**config.mk**
```make
export PLATFORM = sky130hd
export DESIGN_NAME = hazard_sequencer
export DESIGN_NICKNAME = d
export VERILOG_FILES = /design/src/rtl/isa_pkg.sv /design/src/rtl/sat_counter.sv /design/src/rtl/hazard_sequencer.sv
export SDC_FILE = /design/constraint.sdc
export NUM_CORES = 1
export LEC_CHECK = 0
export BUFFER_PORTS_ARGS = -buffer_cell sky130_fd_sc_hd__buf_2
export CAP_MARGIN = 5
export CORE_AREA = 2 2 67 69
export DETAILED_ROUTE_END_ITERATION = 8
export DIE_AREA = 0 0 69 71
export PLACE_DENSITY = 0.89
export SYNTH_ARGS = -nofsm -noshare
export SYNTH_HDL_FRONTEND = slang
export SYNTH_SLANG_ARGS = --single-unit
export TNS_END_PERCENT = 100
```
**constraint.sdc**
```tcl
create_clock -name clk -period 2 [get_ports clk]
set_input_delay 0.1 -clock clk [delete_from_list [all_inputs] [get_ports clk]]
set_output_delay 0.1 -clock clk [all_outputs]
set_load 0.005 [all_outputs]
```
**src/rtl/isa_pkg.sv**
```systemverilog
// rtl/isa_pkg.sv - shared opcode constants, sequencer state encoding and operand-use helpers
package isa_pkg;

    localparam logic [5:0] OP_R   = 6'h03;
    localparam logic [5:0] OP_J   = 6'h02;
    localparam logic [5:0] OP_JAL = 6'h07;
    localparam logic [5:0] OP_BEQ = 6'h04;
    localparam logic [5:0] OP_BNE = 6'h05;
    localparam logic [5:0] OP_SW  = 6'h2B;
    localparam logic [5:0] OP_LW  = 6'h23;

    // Wide enough for LOAD_LAT up to 7 and FLUSH_CYC up to 3
    localparam int SEQ_CNT_W = 3;

    typedef enum logic [1:0] {
        ST_RUN   = 2'd0,
        ST_STALL = 2'd1,
        ST_FLUSH = 2'd2
    } seq_state_t;

    // Jumps carry only an immediate target, every other opcode reads rs
    function automatic logic uses_rs(input logic [5:0] op);
        return !(op == OP_J || op == OP_JAL);
    endfunction

    // rt is a source only for register-register ops, stores and compares
    function automatic logic uses_rt(input logic [5:0] op);
        return (op == OP_R) || (op == OP_SW) || (op == OP_BEQ) || (op == OP_BNE);
    endfunction

endpackage

```
**src/rtl/sat_counter.sv**
```systemverilog
// rtl/sat_counter.sv - saturating event counter with async active-high reset
module sat_counter #(
    parameter int W = 16
) (
    input  logic         clk,
    input  logic         rst,
    input  logic         inc,
    output logic [W-1:0] count
);

    // Count up on inc, stick at all-ones instead of wrapping
    always_ff @(posedge clk or posedge rst) begin
        if (rst) begin
            count <= '0;
        end else if (inc && (count != {W{1'b1}})) begin
            count <= count + W'(1);
        end
    end

endmodule

```
**src/rtl/hazard_sequencer.sv**
```systemverilog
// rtl/hazard_sequencer.sv - load-use stall and control-flow flush sequencer for the front end
module hazard_sequencer
    import isa_pkg::*;
#(
    parameter int LOAD_LAT  = 1,
    parameter int FLUSH_CYC = 1,
    parameter int CNT_W     = 16
) (
    input  logic             clk,
    input  logic             rst,
    input  logic             id_valid,
    input  logic [5:0]       id_opcode,
    input  logic [4:0]       id_rs,
    input  logic [4:0]       id_rt,
    input  logic             ex_mem_read,
    input  logic [4:0]       ex_dest,
    input  logic             ex_branch_taken,
    output logic             pc_write,
    output logic             ifid_write,
    output logic             ifid_flush,
    output logic             idex_flush,
    output logic             busy,
    output logic [CNT_W-1:0] stall_cnt,
    output logic [CNT_W-1:0] flush_cnt
);

    localparam logic [SEQ_CNT_W-1:0] LOAD_RELOAD  = SEQ_CNT_W'(LOAD_LAT - 1);
    localparam logic [SEQ_CNT_W-1:0] FLUSH_RELOAD = SEQ_CNT_W'(FLUSH_CYC - 1);

    seq_state_t           state, state_nx;
    logic [SEQ_CNT_W-1:0] cnt, cnt_nx;
    logic                 hazard, jump_id, branch_flush;

    // Decode-stage hazard and jump detection; register 0 is never a real producer
    always_comb begin
        hazard  = id_valid && ex_mem_read && (ex_dest != 5'd0) &&
                  ((uses_rs(id_opcode) && (ex_dest == id_rs)) ||
                   (uses_rt(id_opcode) && (ex_dest == id_rt)));
        jump_id = id_valid && ((id_opcode == OP_J) || (id_opcode == OP_JAL));
    end

    // State and remaining-cycle register
    always_ff @(posedge clk or posedge rst) begin
        if (rst) begin
            state <= ST_RUN;
            cnt   <= '0;
        end else begin
            state <= state_nx;
            cnt   <= cnt_nx;
        end
    end

    // Next state and pipeline controls; a taken branch overrides everything
    always_comb begin
        state_nx     = state;
        cnt_nx       = cnt;
        pc_write     = 1'b1;
        ifid_write   = 1'b1;
        ifid_flush   = 1'b0;
        idex_flush   = 1'b0;
        branch_flush = 1'b0;
        case (state)
            ST_RUN: begin
                if (ex_branch_taken) begin
                    ifid_flush   = 1'b1;
                    idex_flush   = 1'b1;
                    branch_flush = 1'b1;
                    if (FLUSH_CYC > 1) begin
                        state_nx = ST_FLUSH;
                        cnt_nx   = FLUSH_RELOAD;
                    end
                end else if (hazard) begin
                    pc_write   = 1'b0;
                    ifid_write = 1'b0;
                    idex_flush = 1'b1;
                    if (LOAD_LAT > 1) begin
                        state_nx = ST_STALL;
                        cnt_nx   = LOAD_RELOAD;
                    end
                end else if (jump_id) begin
                    ifid_flush = 1'b1;
                end
            end
            ST_STALL: begin
                if (ex_branch_taken) begin
                    ifid_flush   = 1'b1;
                    idex_flush   = 1'b1;
                    branch_flush = 1'b1;
                    if (FLUSH_CYC > 1) begin
                        state_nx = ST_FLUSH;
                        cnt_nx   = FLUSH_RELOAD;
                    end else begin
                        state_nx = ST_RUN;
                        cnt_nx   = '0;
                    end
                end else begin
                    pc_write   = 1'b0;
                    ifid_write = 1'b0;
                    idex_flush = 1'b1;
                    if (cnt <= SEQ_CNT_W'(1)) begin
                        state_nx = ST_RUN;
                        cnt_nx   = '0;
                    end else begin
                        cnt_nx = cnt - SEQ_CNT_W'(1);
                    end
                end
            end
            ST_FLUSH: begin
                ifid_flush   = 1'b1;
                idex_flush   = 1'b1;
                branch_flush = 1'b1;
                if (ex_branch_taken) begin
                    cnt_nx = FLUSH_RELOAD;
                end else if (cnt <= SEQ_CNT_W'(1)) begin
                    state_nx = ST_RUN;
                    cnt_nx   = '0;
                end else begin
                    cnt_nx = cnt - SEQ_CNT_W'(1);
                end
            end
            default: begin
                state_nx = ST_RUN;
                cnt_nx   = '0;
            end
        endcase
    end

    // Busy whenever a multi-cycle sequence is in progress
    always_comb begin
        busy = (state != ST_RUN);
    end

    sat_counter #(.W(CNT_W)) u_stall_cnt (
        .clk   (clk),
        .rst   (rst),
        .inc   (!pc_write),
        .count (stall_cnt)
    );

    sat_counter #(.W(CNT_W)) u_flush_cnt (
        .clk   (clk),
        .rst   (rst),
        .inc   (branch_flush),
        .count (flush_cnt)
    );

endmodule

```
After elaboration in Yosys (flattened, before gate mapping). Index checks and enable logic that the tools add are counted.

Register bits: 37. Input bits: 26. Output and inout port bits: 37.

Add/sub/neg operators: 3. Magnitude comparators: 1. Eq/ne operators: 13. Multiplexer cells: 19. Bitwise logic cells: 1. Reduce and logical (&&, ||, !) cells: 21.

Operators with widths (number): $add A16 B1 Y16 const B (2); $ne A16 B16 Y1 const B (2); $eq A6 B3 Y1 const B (3); $eq A6 B2 Y1 const B (2); $eq A5 B5 Y1 (2); $logic_and A1 B1 Y1 (8); $mux W1 (8); $eq A6 B6 Y1 const B (1); $mux W2 (3); $mux W3 (2); $pmux W1 S2 (3); $pmux W2 S3 (1); $pmux W3 S2 (1); $logic_or A1 B1 Y1 (5); $reduce_bool A5 Y1 (1); $reduce_or A2 Y1 (2); $le A3 B1 Y1 const B (1); $pmux W1 S3 (1); $sub A3 B1 Y3 const B (1); $eq A2 B1 Y1 const B (1); $eq A2 B2 Y1 const B (1); $logic_not A1 Y1 (2); $logic_not A2 Y1 (1); $ne A2 B2 Y1 const B (1); other kinds (3) (3).

Depth between registers and ports, before layout.
Depth after elaboration: 12. Depth in mapped cells: 9. Mapped depth without buffers: 8.

By module. A second synthesis with hierarchy kept.

Cell total of the unflattened synthesis: 217. Area total of the unflattened synthesis: 2233.4 sq um.

Modules (own cells, without submodules): sat_counter (instances 2, cells each 71, area each 805.8 sq um); hazard_sequencer (instances 1, cells each 75, area each 621.8 sq um).

Least setup slack after synthesis. OpenSTA, ideal clock, no wires.

Path kind: register to register. From: register u_stall_cnt.count[0]. To: register u_stall_cnt.count[8]. Setup time: 0.126 ns. Arrival: 1.766 ns. Data required time: 1.874 ns. Slack: 0.108 ns. Cell stages (with the launch flop): 10. Buffers on the path: 2. Period minus slack after synthesis: 1.892 ns. Cell sequence: dfrtp_1 -> ha_1 -> and3_1 -> clkbuf_1 -> nand4_1 -> o21ai_0 -> a31oi_4 -> buf_6 -> nand3_1 -> xnor2_1.

Cells in the longest elaborated chain, start to end: 2. Elaborated cells on any way between the ends: 3.

RTL lines: start, declared (RTL line sat_counter.sv:8) `output logic [W-1:0] count`; start signal, assigned (RTL line sat_counter.sv:16) `count <= count + W'(1);`; branches (longest 2 deep; another with $add A16 B1 Y16).

Several ways; the timed one is not identified. A chain may end at the register's enable or synchronous reset.

Worst setup path in the final report.
From: register state[1]. To: register u_stall_cnt.count[11].

Cells in the longest elaborated chain, start to end: 4. Elaborated cells on any way between the ends: 5.

RTL lines: start, declared (RTL line hazard_sequencer.sv:30) `seq_state_t state, state_nx;`; start signal, assigned (RTL line hazard_sequencer.sv:48) `state <= state_nx;`; $eq A2 B1 Y1 / $logic_not A2 Y1 (equally long branches) (RTL line hazard_sequencer.sv:62) `case (state)`; $pmux W1 S2 * (RTL line hazard_sequencer.sv:62); $logic_not A1 Y1 * (RTL line hazard_sequencer.sv:136) `.inc (!pc_write),`; $logic_and A1 B1 Y1 * (RTL line sat_counter.sv:15) `end else if (inc && (count != {W{1'b1}})) begin`.

Mark *: on every way between the ends. The rest lies on a longest branch, timed or not.

==> insert_results.sql <==
INSERT INTO impl_metrics (metric_group, metric, value, unit) VALUES
('status', 'status', 'finished clean', ''),
('critical_path', 'worstSetupStartpointType', 'flip-flop', ''),
('timing', 'rsz0062_at_grt', 'no', ''),
('global_route', 'grt_first_pass_wirelength', '7.22', 'mm'),
('clock_network', 'cts_buffer_depth', '2', ''),
('detailed_routing', 'vias', '1712', ''),
('clock_network', 'tritoncts_num_sinks', '37', ''),
('synthesis', 'number_of_enable_type_register_cells_in_the_synthesized_netlist', '0', ''),
('layout', 'drive_above_1_share', '0.324', ''),
('floorplanning', 'core_area', '4200', 'um^2'),
('timing', 'fin_setup_tns', '0', 'ns'),
('timing', 'post-route-period-util', '0.938', ''),
('synthesis', 'netlist_top_cells_area', 'sky130_fd_sc_hd__dfrtp_1 45%, sky130_fd_sc_hd__xnor2_1 11%, sky130_fd_sc_hd__xor2_1 6.9%', ''),
('synthesis', 'yosysTopAreaCellShare', '0.454', ''),
('placed_design', 'place_worst_setup_slack', '0.111', 'ns'),
('hold_path', 'hold_path.startpoint', 'ex_branch_taken', ''),
('run', 'timing.max_cap.violations', '0', ''),
('critical_path', 'crit_path_cell_trace', 'inv_1 -> ha_1 -> nor2_1 -> nor2_1 -> o21ai_1 -> a31oi_4 -> buf_12 -> nand4_1 -> xnor2_1', ''),
('timing', 'max_slew_margin', '0.687', ''),
('critical_path', 'cpLargestDelayFamily', 'flip-flops', ''),
('placed_design', 'detailed_place_hpwl', '3.18', 'mm'),
('floorplanning', 'floorplan.initialDensity', '0.485', ''),
('synthesis', 'synth_fp_nets', '231', ''),
('detailed_routing', 'wire_per_inst', '13.2', 'um'),
('critical_path', 'worst_ep_arrival_time', '2.05', 'ns'),
('layout', 'layout.area.seq', '926', 'um^2'),
('hold_path', 'worstHoldPathType', 'input port to flip-flop', ''),
('layout', 'insertedDiodeCount', '0', ''),
('critical_path', 'slowest_stage', 'sky130_fd_sc_hd__dfrtp_1', ''),
('placed_design', 'port_buffers', '62', ''),
('layout', 'finalCoreUtilization', '0.619', ''),
('critical_path', 'cp_max_fo', '12', ''),
('synthesis', 'post_synth_inst_count', '197', ''),
('layout', 'area_growth_syn_to_layout', '27.7', '%'),
('floorplanning', 'std_cell_rows', '24', ''),
('timing', 'worst_hold_slack', '0.297', 'ns'),
('critical_path', 'crit_path_start', 'state[1]', ''),
('power', 'powerDensity', '725', 'nW/um^2'),
('critical_path', 'cp_common_cell', 'sky130_fd_sc_hd__nor2_1', ''),
('floorplanning', 'die_area', '4900', 'um^2'),
('global_route', 'overflow', '0', ''),
('floorplanning', 'floorplan.io_pins', '63', ''),
('power', 'total_power', '1890', 'uW'),
('synthesis', 'yosys_warnings', '0', ''),
('synthesis', 'mappedNetlistArea', '2040', 'um^2'),
('clock_network', 'root_buffer', 'sky130_fd_sc_hd__clkbuf_8', ''),
('detailed_routing', 'final_wirelength', '4.27', 'mm'),
('timing', 'finalHoldViolations', '0', ''),
('critical_path', 'critical_path.n_buffers_inverters', '2', ''),
('synthesis', 'yosysUniqueCellTypes', '34', ''),
('critical_path', 'worst_r2r_startpoint', 'state[1]', ''),
('detailed_routing', 'drt_pass1_iterations', '4', ''),
('timing', 'timing.final.max_slew_violations', '0', ''),
('critical_path', 'critical_path.endpoint_type', 'flip-flop', ''),
('detailed_routing', 'detailedRoute.firstIterationViolations', '96', ''),
('timing', 'layout_setup_ws', '0.124', 'ns'),
('layout', 'filler_cell_count', '367', ''),
('timing', 'max_slew.worst_pin.slew', '0.469', 'ns'),
('clock_network', 'number_of_clock_buffers_inserted_by_tritoncts', '5', ''),
('clock_network', 'clock_tree_from_tritoncts', 'built', ''),
('clock_network', 'htreeDepth', '2', ''),
('layout', 'multiInputGateArea', '1060', 'um^2'),
('timing', 'clock-skew-final', '0.00900', 'ns'),
('detailed_routing', 'antenna_left', '0', ''),
('synthesis', 'ys_seq_area_frac', '0.454', ''),
('synthesis', 'asyncSetResetFlopFracSynth', '1.00', ''),
('critical_path', 'required_time_at_the_worst_slack_endpoint', '2.17', 'ns'),
('floorplanning', 'die_x', '69', 'um'),
('synthesis', 'yosys_most_used_dff', 'sky130_fd_sc_hd__dfrtp_1', ''),
('placed_design', 'routabilityCongestion', '0.817', ''),
('critical_path', 'delay_of_the_slowest_critical_path_stage', '0.40', 'ns');
[synth_stat cells (all sizes together), types with 2 or more instances]
library cell,instances
or3,2
nand4,14
buf,2
inv,9
o21ai,6
mux2,2
xor2,16
ha,8
a31oi,4
nor2,12
nand2,13
nor4,4
clkbuf,3
nor4b,2
dfrtp,37
a21oi,2
nand3b,2
nand3,13
nor3,3
and3,6
xnor2,26
and4,3
[what timing repair did]
item,in CTS,in global routing
setup buffers,0,1
endpoints found under the setup margin,0,15
resized for setup,0,4
hold buffers,1,0
hold endpoints to repair,37,0
[placed cells by master, fill, tap and decap left out, drive strengths merged, types with 2 or more instances in the layout]
cell type   n
o21ai       6
nor4b       2
nand2      13
inv         9
buf        71
a21oi       2
nand4      14
xnor2      26
mux2        2
nor3        3
and3        6
clkbuf      7
nand3b      2
or3         2
nand3      13
a31oi       4
dfrtp      37
ha          8
and4        3
xor2       16
nor4        4
nor2       12
[per-layer routing]
| layer | share of wire | wire (um) | vias to the layer above | global-route usage |
|---|---|---|---|---|
| li1 | - | - | 837 | - |
| met1 | 0.44 | 1900 | 828 | 0.221 |
| met2 | 0.51 | 2180 | 42 | 0.312 |
| met3 | 0.032 | 136 | 5 | 0.0328 |
| met4 | 0.012 | 50 | 0 | 0.0675 |
| met5 | 0 | 0 | - | 0 |
[area by class of cell]
| class | count | area share |
|---|---|---|
| sequential | 37 | 0.356 |
| multi-input combinational | 146 | 0.408 |
| clock inverter | 1 | 0.0115 |
| tap | 52 | 0.0250 |
| inverter | 9 | 0.0130 |
| clock buffer | 7 | 0.0332 |
| timing repair buffer | 72 | 0.154 |
[registers in the layout (all words and copies together), names as in the netlist]
signal,cells
u_stall_cnt.count,16
state,2
u_flush_cnt.count,16
cnt,3
[through the flow]
stage / std cells / area, um^2
detailed placement: 314 / 2460
global placement: 314 / 2460
CTS: 323 / 2580
finish: 324 / 2600
global route: 324 / 2600
floorplan: 197 / 2040
[final timing paths]
check	slack (ns)	depth (start not counted)	end
max	0.12	9	u_stall_cnt.count[11]
min reg2reg	0.50	1	u_stall_cnt.count[11]
max in group asynchronous	1.19	4	u_stall_cnt.count[2]
min	0.30	4	cnt[1]
min in group asynchronous	0.46	4	u_flush_cnt.count[11]
max reg2reg	0.12	9	u_stall_cnt.count[11]
[tightest hold or removal path, stage by stage]
cell                       delay, ns
sky130_fd_sc_hd__buf_2          0.12
sky130_fd_sc_hd__inv_1          0.08
sky130_fd_sc_hd__nand2b_1       0.15
sky130_fd_sc_hd__o31ai_1        0.09
[report_power, final]
| part | switching [uW] | internal (uW) | total, uW |
|---|---|---|---|
| combinational | 147 | 167 | 314 |
| sequential | 86.2 | 824 | 910 |
| clock | 256 | 407 | 663 |
[cells by family (layout without fill, tap and decap cells)]
family | after synthesis | in the layout | synth area share
adders and majority gates | 8 | 8 | 0.0491
and+or+nand+nor | 77 | 77 | 0.209
muxes | 3 | 3 | 0.0160
DFF | 37 | 37 | 0.454
xor gates and xnor gates | 42 | 42 | 0.180
AOI/OAI and AO/OA | 16 | 16 | 0.0602
buffers and inverters | 14 | 89 | 0.0313
Power figures use the tool's default switching activity.
